## config.mk

```make
export PLATFORM = sky130hd
export DESIGN_NAME = ndc_vertex_scheduler
export DESIGN_NICKNAME = d
export VERILOG_FILES = /design/src/rtl/ndc_pkg.sv /design/src/rtl/ndc_tri_fifo.sv /design/src/rtl/ndc_vertex_scheduler.sv
export SDC_FILE = /design/constraint.sdc
export NUM_CORES = 2
export LEC_CHECK = 0
export BUFFER_PORTS_ARGS = -buffer_cell sky130_fd_sc_hd__buf_2
export CORE_MARGIN = 10
export CORE_UTILIZATION = 50
export DETAILED_ROUTE_END_ITERATION = 16
export PLACE_DENSITY = 0.75
export SLEW_MARGIN = 20
export SYNTH_ARGS = -nofsm -noshare
export SYNTH_HDL_FRONTEND = slang
export SYNTH_HIERARCHICAL = 1
export SYNTH_SLANG_ARGS = --single-unit
```

## constraint.sdc

```tcl
create_clock -name clk -period 15.3 [get_ports clk]
set_clock_uncertainty 0.1 [all_clocks]
set_input_delay 0.765 -clock clk [delete_from_list [all_inputs] [get_ports clk]]
set_output_delay 0.765 -clock clk [all_outputs]
set_load 0.1 [all_outputs]
```

## src/rtl/ndc_pkg.sv

```systemverilog
// Shared types for the vertex->NDC scheduler: default widths, vertex/triangle payloads, FSM states.
package ndc_pkg;

  localparam int unsigned PKG_NDC_W = 25;
  localparam int unsigned PKG_TRI_W = 12;

  typedef logic signed [PKG_NDC_W-1:0] ndc_t;

  typedef struct packed {
    ndc_t x;
    ndc_t y;
    ndc_t z;
  } ndc_vec3_t;

  typedef struct packed {
    ndc_vec3_t [2:0]        v;
    logic [PKG_TRI_W-1:0]   id;
  } tri_ndc_t;

  typedef enum logic [2:0] {
    StIdle,
    StIssue,
    StWaitCredit,
    StDrain,
    StDone
  } sched_state_e;

endpackage

```

## src/rtl/ndc_tri_fifo.sv

```systemverilog
// Synchronous first-word fall-through FIFO of assembled triangles.
module ndc_tri_fifo
  import ndc_pkg::*;
#(
  parameter int unsigned DEPTH = 4
) (
  input  logic     clk,
  input  logic     rst,
  input  logic     push,
  input  tri_ndc_t wdata,
  input  logic     pop,
  output tri_ndc_t rdata,
  output logic     empty,
  output logic     full
);

  localparam int unsigned AW = $clog2(DEPTH);

  tri_ndc_t       mem_q [DEPTH];
  logic [AW:0]    wr_ptr_q;
  logic [AW:0]    rd_ptr_q;

  // Extra pointer bit distinguishes full from empty when the indices match.
  assign empty = (wr_ptr_q == rd_ptr_q);
  assign full  = (wr_ptr_q[AW] != rd_ptr_q[AW]) && (wr_ptr_q[AW-1:0] == rd_ptr_q[AW-1:0]);
  assign rdata = mem_q[rd_ptr_q[AW-1:0]];

  always_ff @(posedge clk) begin
    if (rst) begin
      wr_ptr_q <= '0;
      rd_ptr_q <= '0;
    end else begin
      if (push && !full) wr_ptr_q <= wr_ptr_q + 1'b1;
      if (pop && !empty) rd_ptr_q <= rd_ptr_q + 1'b1;
    end
  end

  always_ff @(posedge clk) begin
    if (push && !full) mem_q[wr_ptr_q[AW-1:0]] <= wdata;
  end

endmodule

```

## src/rtl/ndc_vertex_scheduler.sv

```systemverilog
// Per-frame issue sequencer: walks vertex BRAM, feeds the non-stallable transform under
// output-FIFO credit, and regroups transformed vertices into triangles for the rasteriser.
module ndc_vertex_scheduler
  import ndc_pkg::*;
#(
  parameter int unsigned P_WIDTH    = 16,
  parameter int unsigned C_WIDTH    = 18,
  parameter int unsigned V_WIDTH    = 16,
  parameter int unsigned NDC_W      = PKG_NDC_W,
  parameter int unsigned TRI_W      = PKG_TRI_W,
  parameter int unsigned BRAM_LAT   = 2,
  parameter int unsigned XFORM_LAT  = 3,
  parameter int unsigned FIFO_DEPTH = 4
) (
  input  logic                 clk,
  input  logic                 rst,
  input  logic                 start,
  input  logic [TRI_W-1:0]     num_tris,
  input  logic [3*C_WIDTH-1:0] cam_pos,
  input  logic [3*V_WIDTH-1:0] cam_u,
  input  logic [3*V_WIDTH-1:0] cam_v,
  input  logic [3*V_WIDTH-1:0] cam_n,
  output logic                 busy,
  output logic                 done,
  output logic [TRI_W+1:0]     vtx_addr,
  output logic                 vtx_rd,
  input  logic [3*P_WIDTH-1:0] vtx_data,
  output logic                 xf_valid,
  output logic [3*P_WIDTH-1:0] xf_P,
  output logic [3*C_WIDTH-1:0] xf_C,
  output logic [3*V_WIDTH-1:0] xf_u,
  output logic [3*V_WIDTH-1:0] xf_v,
  output logic [3*V_WIDTH-1:0] xf_n,
  input  logic                 xf_valid_in,
  input  logic [NDC_W-1:0]     xf_ndc_x,
  input  logic [NDC_W-1:0]     xf_ndc_y,
  input  logic [NDC_W-1:0]     xf_ndc_z,
  output logic                 tri_valid,
  input  logic                 tri_ready,
  output logic [9*NDC_W-1:0]   tri_ndc,
  output logic [TRI_W-1:0]     tri_id
);

  localparam int unsigned FLUSH_CYC = BRAM_LAT + XFORM_LAT + 1;
  localparam int unsigned CW        = $clog2(FIFO_DEPTH + 1);
  localparam int unsigned FW        = $clog2(FLUSH_CYC + 1);
  localparam logic [CW-1:0] CREDIT_MAX = CW'(FIFO_DEPTH);

  sched_state_e         state_q, state_d;
  logic [TRI_W-1:0]     tri_cnt_q, tri_cnt_d;
  logic [TRI_W-1:0]     num_tris_q;
  logic [1:0]           k_q, k_d;
  logic [TRI_W+1:0]     addr_q, addr_d;
  logic [CW-1:0]        credit_q, credit_d;
  logic                 accept, issue_dec, pop;

  logic [3*C_WIDTH-1:0] cam_pos_q;
  logic [3*V_WIDTH-1:0] cam_u_q, cam_v_q, cam_n_q;

  logic [BRAM_LAT-1:0]  rd_pipe_q;
  logic [FW-1:0]        flush_q;

  logic [1:0]           coll_k_q;
  ndc_vec3_t [1:0]      slot_q;
  logic [TRI_W-1:0]     tri_id_q;
  logic                 res_valid, push;
  tri_ndc_t             push_data, head;
  logic                 fifo_empty, fifo_full;

  assign accept    = (state_q == StIdle) && start;
  assign vtx_rd    = (state_q == StIssue);
  assign vtx_addr  = vtx_rd ? addr_q : '0;
  assign issue_dec = vtx_rd && (k_q == 2'd0);
  assign pop       = tri_valid && tri_ready;
  assign credit_d  = credit_q + CW'(pop) - CW'(issue_dec);
  assign busy      = (state_q == StIssue) || (state_q == StWaitCredit) || (state_q == StDrain);
  assign done      = (state_q == StDone);

  always_comb begin
    state_d   = state_q;
    tri_cnt_d = tri_cnt_q;
    k_d       = k_q;
    addr_d    = addr_q;
    case (state_q)
      StIdle: begin
        if (start) begin
          tri_cnt_d = '0;
          k_d       = '0;
          addr_d    = '0;
          state_d   = (num_tris == '0) ? StDone : StIssue;
        end
      end
      StIssue: begin
        addr_d = addr_q + 1'b1;
        if (k_q == 2'd2) begin
          k_d       = '0;
          tri_cnt_d = tri_cnt_q + 1'b1;
          if ((tri_cnt_q + 1'b1) == num_tris_q) state_d = StDrain;
          else if (credit_q != '0)             state_d = StIssue;
          else                                 state_d = StWaitCredit;
        end else begin
          k_d = k_q + 1'b1;
        end
      end
      StWaitCredit: if (credit_q != '0) state_d = StIssue;
      // Looking at the next credit value lets done land one cycle after the last accept.
      StDrain:      if (credit_d == CREDIT_MAX) state_d = StDone;
      StDone:       state_d = StIdle;
      default:      state_d = StIdle;
    endcase
  end

  always_ff @(posedge clk) begin
    if (rst) begin
      state_q    <= StIdle;
      tri_cnt_q  <= '0;
      k_q        <= '0;
      addr_q     <= '0;
      credit_q   <= CREDIT_MAX;
      num_tris_q <= '0;
      cam_pos_q  <= '0;
      cam_u_q    <= '0;
      cam_v_q    <= '0;
      cam_n_q    <= '0;
    end else begin
      state_q   <= state_d;
      tri_cnt_q <= tri_cnt_d;
      k_q       <= k_d;
      addr_q    <= addr_d;
      credit_q  <= credit_d;
      if (accept) begin
        num_tris_q <= num_tris;
        cam_pos_q  <= cam_pos;
        cam_u_q    <= cam_u;
        cam_v_q    <= cam_v;
        cam_n_q    <= cam_n;
      end
    end
  end

  assign xf_C = cam_pos_q;
  assign xf_u = cam_u_q;
  assign xf_v = cam_v_q;
  assign xf_n = cam_n_q;

  always_ff @(posedge clk) begin
    if (rst) begin
      rd_pipe_q <= '0;
    end else begin
      rd_pipe_q[0] <= vtx_rd;
      for (int i = 1; i < BRAM_LAT; i++) rd_pipe_q[i] <= rd_pipe_q[i-1];
    end
  end

  assign xf_valid = rd_pipe_q[BRAM_LAT-1];
  assign xf_P     = xf_valid ? vtx_data : '0;

  // The transform is not reset and asserts valid while in reset; mask it until it has drained.
  always_ff @(posedge clk) begin
    if (rst)                flush_q <= FW'(FLUSH_CYC);
    else if (flush_q != '0) flush_q <= flush_q - 1'b1;
  end

  assign res_valid = xf_valid_in && (flush_q == '0) && (state_q != StIdle);
  assign push      = res_valid && (coll_k_q == 2'd2);

  always_ff @(posedge clk) begin
    if (rst) begin
      coll_k_q <= '0;
      slot_q   <= '0;
      tri_id_q <= '0;
    end else if (accept) begin
      coll_k_q <= '0;
      tri_id_q <= '0;
    end else if (res_valid) begin
      if (coll_k_q == 2'd2) begin
        coll_k_q <= '0;
        tri_id_q <= tri_id_q + 1'b1;
      end else begin
        slot_q[coll_k_q[0]] <= '{x: xf_ndc_x, y: xf_ndc_y, z: xf_ndc_z};
        coll_k_q            <= coll_k_q + 1'b1;
      end
    end
  end

  always_comb begin
    push_data      = '0;
    push_data.v[0] = slot_q[0];
    push_data.v[1] = slot_q[1];
    push_data.v[2] = '{x: xf_ndc_x, y: xf_ndc_y, z: xf_ndc_z};
    push_data.id   = tri_id_q;
  end

  ndc_tri_fifo #(
    .DEPTH (FIFO_DEPTH)
  ) u_fifo (
    .clk   (clk),
    .rst   (rst),
    .push  (push && !fifo_full),
    .wdata (push_data),
    .pop   (pop),
    .rdata (head),
    .empty (fifo_empty),
    .full  (fifo_full)
  );

  assign tri_valid = !fifo_empty;
  assign tri_ndc   = tri_valid ? {head.v[0], head.v[1], head.v[2]} : '0;
  assign tri_id    = tri_valid ? head.id : '0;

endmodule

```

==> flow_metrics.tcl <==
set metrics [dict create \
    outcome "complete, no violations" \
    syn_avg_cell_area_um2 14.6 \
    rrSetupSlack_ps 10490 \
    cts_tree "done" \
    initial_core_util 0.503 \
    post_cts_buffers 0 \
    synth_top_cell_by_area "edfxtp_1" \
    dp_hpwl_um 104000 \
    rsz0062_at_grt "false" \
    min_period_ps 5440 \
    seq_power_share 0.426 \
    synth.net_count 3919 \
    drc_errors 0 \
    ir_worst_vdd_mv 0.174 \
    nets 4712 \
    synthDistinctLibCells 67 \
    slew_viol_final 0 \
    intPower_uw 6330 \
    path_clk_slew_ps 60 \
    setup_viol 0 \
    worstPathRequired_ps 14440 \
    fmax_ghz 0.184 \
    cts_buffer_depth 3 \
    swShare 0.332 \
    via_per_inst 5.57 \
    ys.warnings.count 6 \
    grt_use_total 0.255 \
    slew_headroom 0.241 \
    synth_edf_count 948 \
    crit_fanout 53 \
    portBuffers 839 \
    powerDensity_nw_per_um2 153 \
    clkSinkCount 1369 \
    hold_buffers 0 \
    cts_root_buffer "clkbuf_16" \
    syn2layout_area_growth_pct 19.1 \
    grt_pass1_vias 32100 \
    insertion_delay_ps 720 \
    hold_path_class "input pin to flip-flop" \
    hold_slack_ps 164 \
    multi_input_area_um2 13900 \
    maxCapViolCount 0 \
    antenna_found_initial 50 \
    synth_ff_type "edfxtp_1" \
    synth_area_leaders "edfxtp_1 55%, dfxtp_1 16%, mux4_2 10%" \
    netlist_instances 3568 \
    register_area_um2 36900 \
    gp_congestion 0.959 \
    htree_levels 4 \
    antenna_left 0 \
    overflow 0 \
    ys_ff_latch 1369 \
    cts_resized 0 \
    die-area_um2 117000 \
    p_leak_uw 0.0221 \
    dp_cells 5595 \
    route.vias.total 32700 \
    core_um2 103000 \
    path_class "flip-flop to output port" \
    async_flop_share 0 \
    routed_wl_um 154000 \
    wl_per_cell_um 26.2 \
    dr.pass1.iters 6 \
    grt_pass1_wl_um 222000 \
    drive_gt1_frac 0.304 \
    cts_buffers 141 \
    setup-tns-final_ps 0 \
    cp-start-kind "flip-flop" \
    grt_start_max_net_pins 155 \
    synth_top_area_share 0.548 \
    drtIter0Drc 3071 \
    die_h_um 342 \
    worst_pin_slew_ps 1140 \
    die_x_um 342 \
    timing.final.crit_share 0.355 \
    clock_power_share 0.358 \
    fp-row-count 118 \
    stdcell_count 5868 \
    synth.cell_area_um2 52000 \
    ys_seq_area_frac 0.710 \
    netSwitchingPower_uw 3140 \
    p_comb_frac 0.216 \
    ios 840 \
    worstSetupEndpointType "output port" \
    hold_viol_final 0 \
    fillers 7838 \
    crit_arrival_ps 4570 \
]
==> flip-flops by register name, indices dropped and copies added (netlist names), 14 cells and up, named ones only <==
name,flops
xf_u,48
push_data,150
xf_v,48
xf_n,48
u_fifo/mem_q,948
xf_C,54
addr_q,14
==> cell usage in the layout, fill, tap and decap left out, types with 36 or more instances in the layout <==
| cell type | instances |
|---|---|
| a21oi_1 | 386 |
| and2_1 | 50 |
| buf_2 | 838 |
| buf_4 | 36 |
| clkbuf_16 | 144 |
| dfxtp_1 | 419 |
| edfxtp_1 | 948 |
| mux4_2 | 237 |
| nand2_1 | 756 |
| nor2_1 | 52 |
| nor2b_1 | 242 |
==> synth_stat cells, drive strengths merged, types with 12 or more instances <==
library cell  instances
nor2                 56
dfxtp               421
a21oi               386
o21ai                23
inv                  15
nor2b               242
mux4                237
edfxtp              948
nand2               757
xor2                 16
ha                   12
xnor2                17
buf                  89
and3                 22
and2                 53
nand3                17
clkbuf              142
nor3                 13
==> logic make-up (layout without fill, tap and decap cells) <==
kind of cell	after synthesis	in the layout	synth area share
AO/OA/AOI/OAI	451	451	0.0459
XOR/XNOR	34	34	0.00599
adder cells (fa/ha/maj)	13	13	0.00327
buffers and inverters	246	1150	0.0233
flip-flops	1369	1369	0.710
multiplexers	242	242	0.104
other	0	16	0
AND/OR/NAND/NOR	1213	1213	0.108
==> critical path, cell delays in order, from the launching register on <==
cell	delay, ps
dfxtp_4	920
buf_4	840
buf_4	860
mux4_2	630
nor2b_1	150
buf_2	300
==> final cells by class <==
class	instances	share of cell area
Sequential cell	1369	0.596
Inverter	15	0.000910
Tap cell	1380	0.0279
Clock inverter	62	0.0105
Clock buffer	192	0.0640
Antenna cell	16	0.000647
Timing Repair Buffer	881	0.0745
Multi-Input combinational cell	1953	0.225
==> power groups by stage <==
stage          Sequential [uW]  Clock [uW]  Combinational [uW]
6_report                  4030        3390                2050
5_1_grt                   4040        3590                2130
4_1_cts                   4030        3440                2070
3_5_place_dp              4110           0                2060
3_3_place_gp              4110           0                2060
2_1_floorplan             4360           0                1430
==> layer usage <==
layer	part of all wire	up-vias	wire, um	global-route usage
li1	-	14600	-	-
met1	0.36	16200	55800	0.309
met2	0.49	1570	75800	0.418
met3	0.090	300	13800	0.0712
met4	0.052	36	8050	0.127
met5	0.0016	-	252	0
==> through the flow <==
| stage | utilization | setup WS (ps) | area, um2 | total power [uW] |
|---|---|---|---|---|
| 2_1_floorplan | - | 732 | 52000 | 5790 |
| 3_3_place_gp | 0.553 | 10500 | 57200 | 6160 |
| 3_5_place_dp | 0.553 | 10470 | 57200 | 6170 |
| 4_1_cts | 0.598 | 9680 | 61800 | 9540 |
| 5_1_grt | 0.599 | 9420 | 61900 | 9760 |
| 6_report | 0.599 | 9860 | 61900 | 9470 |
==> final timing paths <==
kind | depth (start not counted) | startpoint | end
worst min-delay path | 3 | cam_pos[25] | xf_C[25]
worst max register to register | 8 | state_q[0] | u_fifo/mem_q[0][55]
worst max-delay path | 5 | flip-flop | tri_ndc[115]
worst min register to register | 1 | rd_pipe_q[0] | rd_pipe_q[1]
Note: power is estimated with default switching activity, not from simulation.
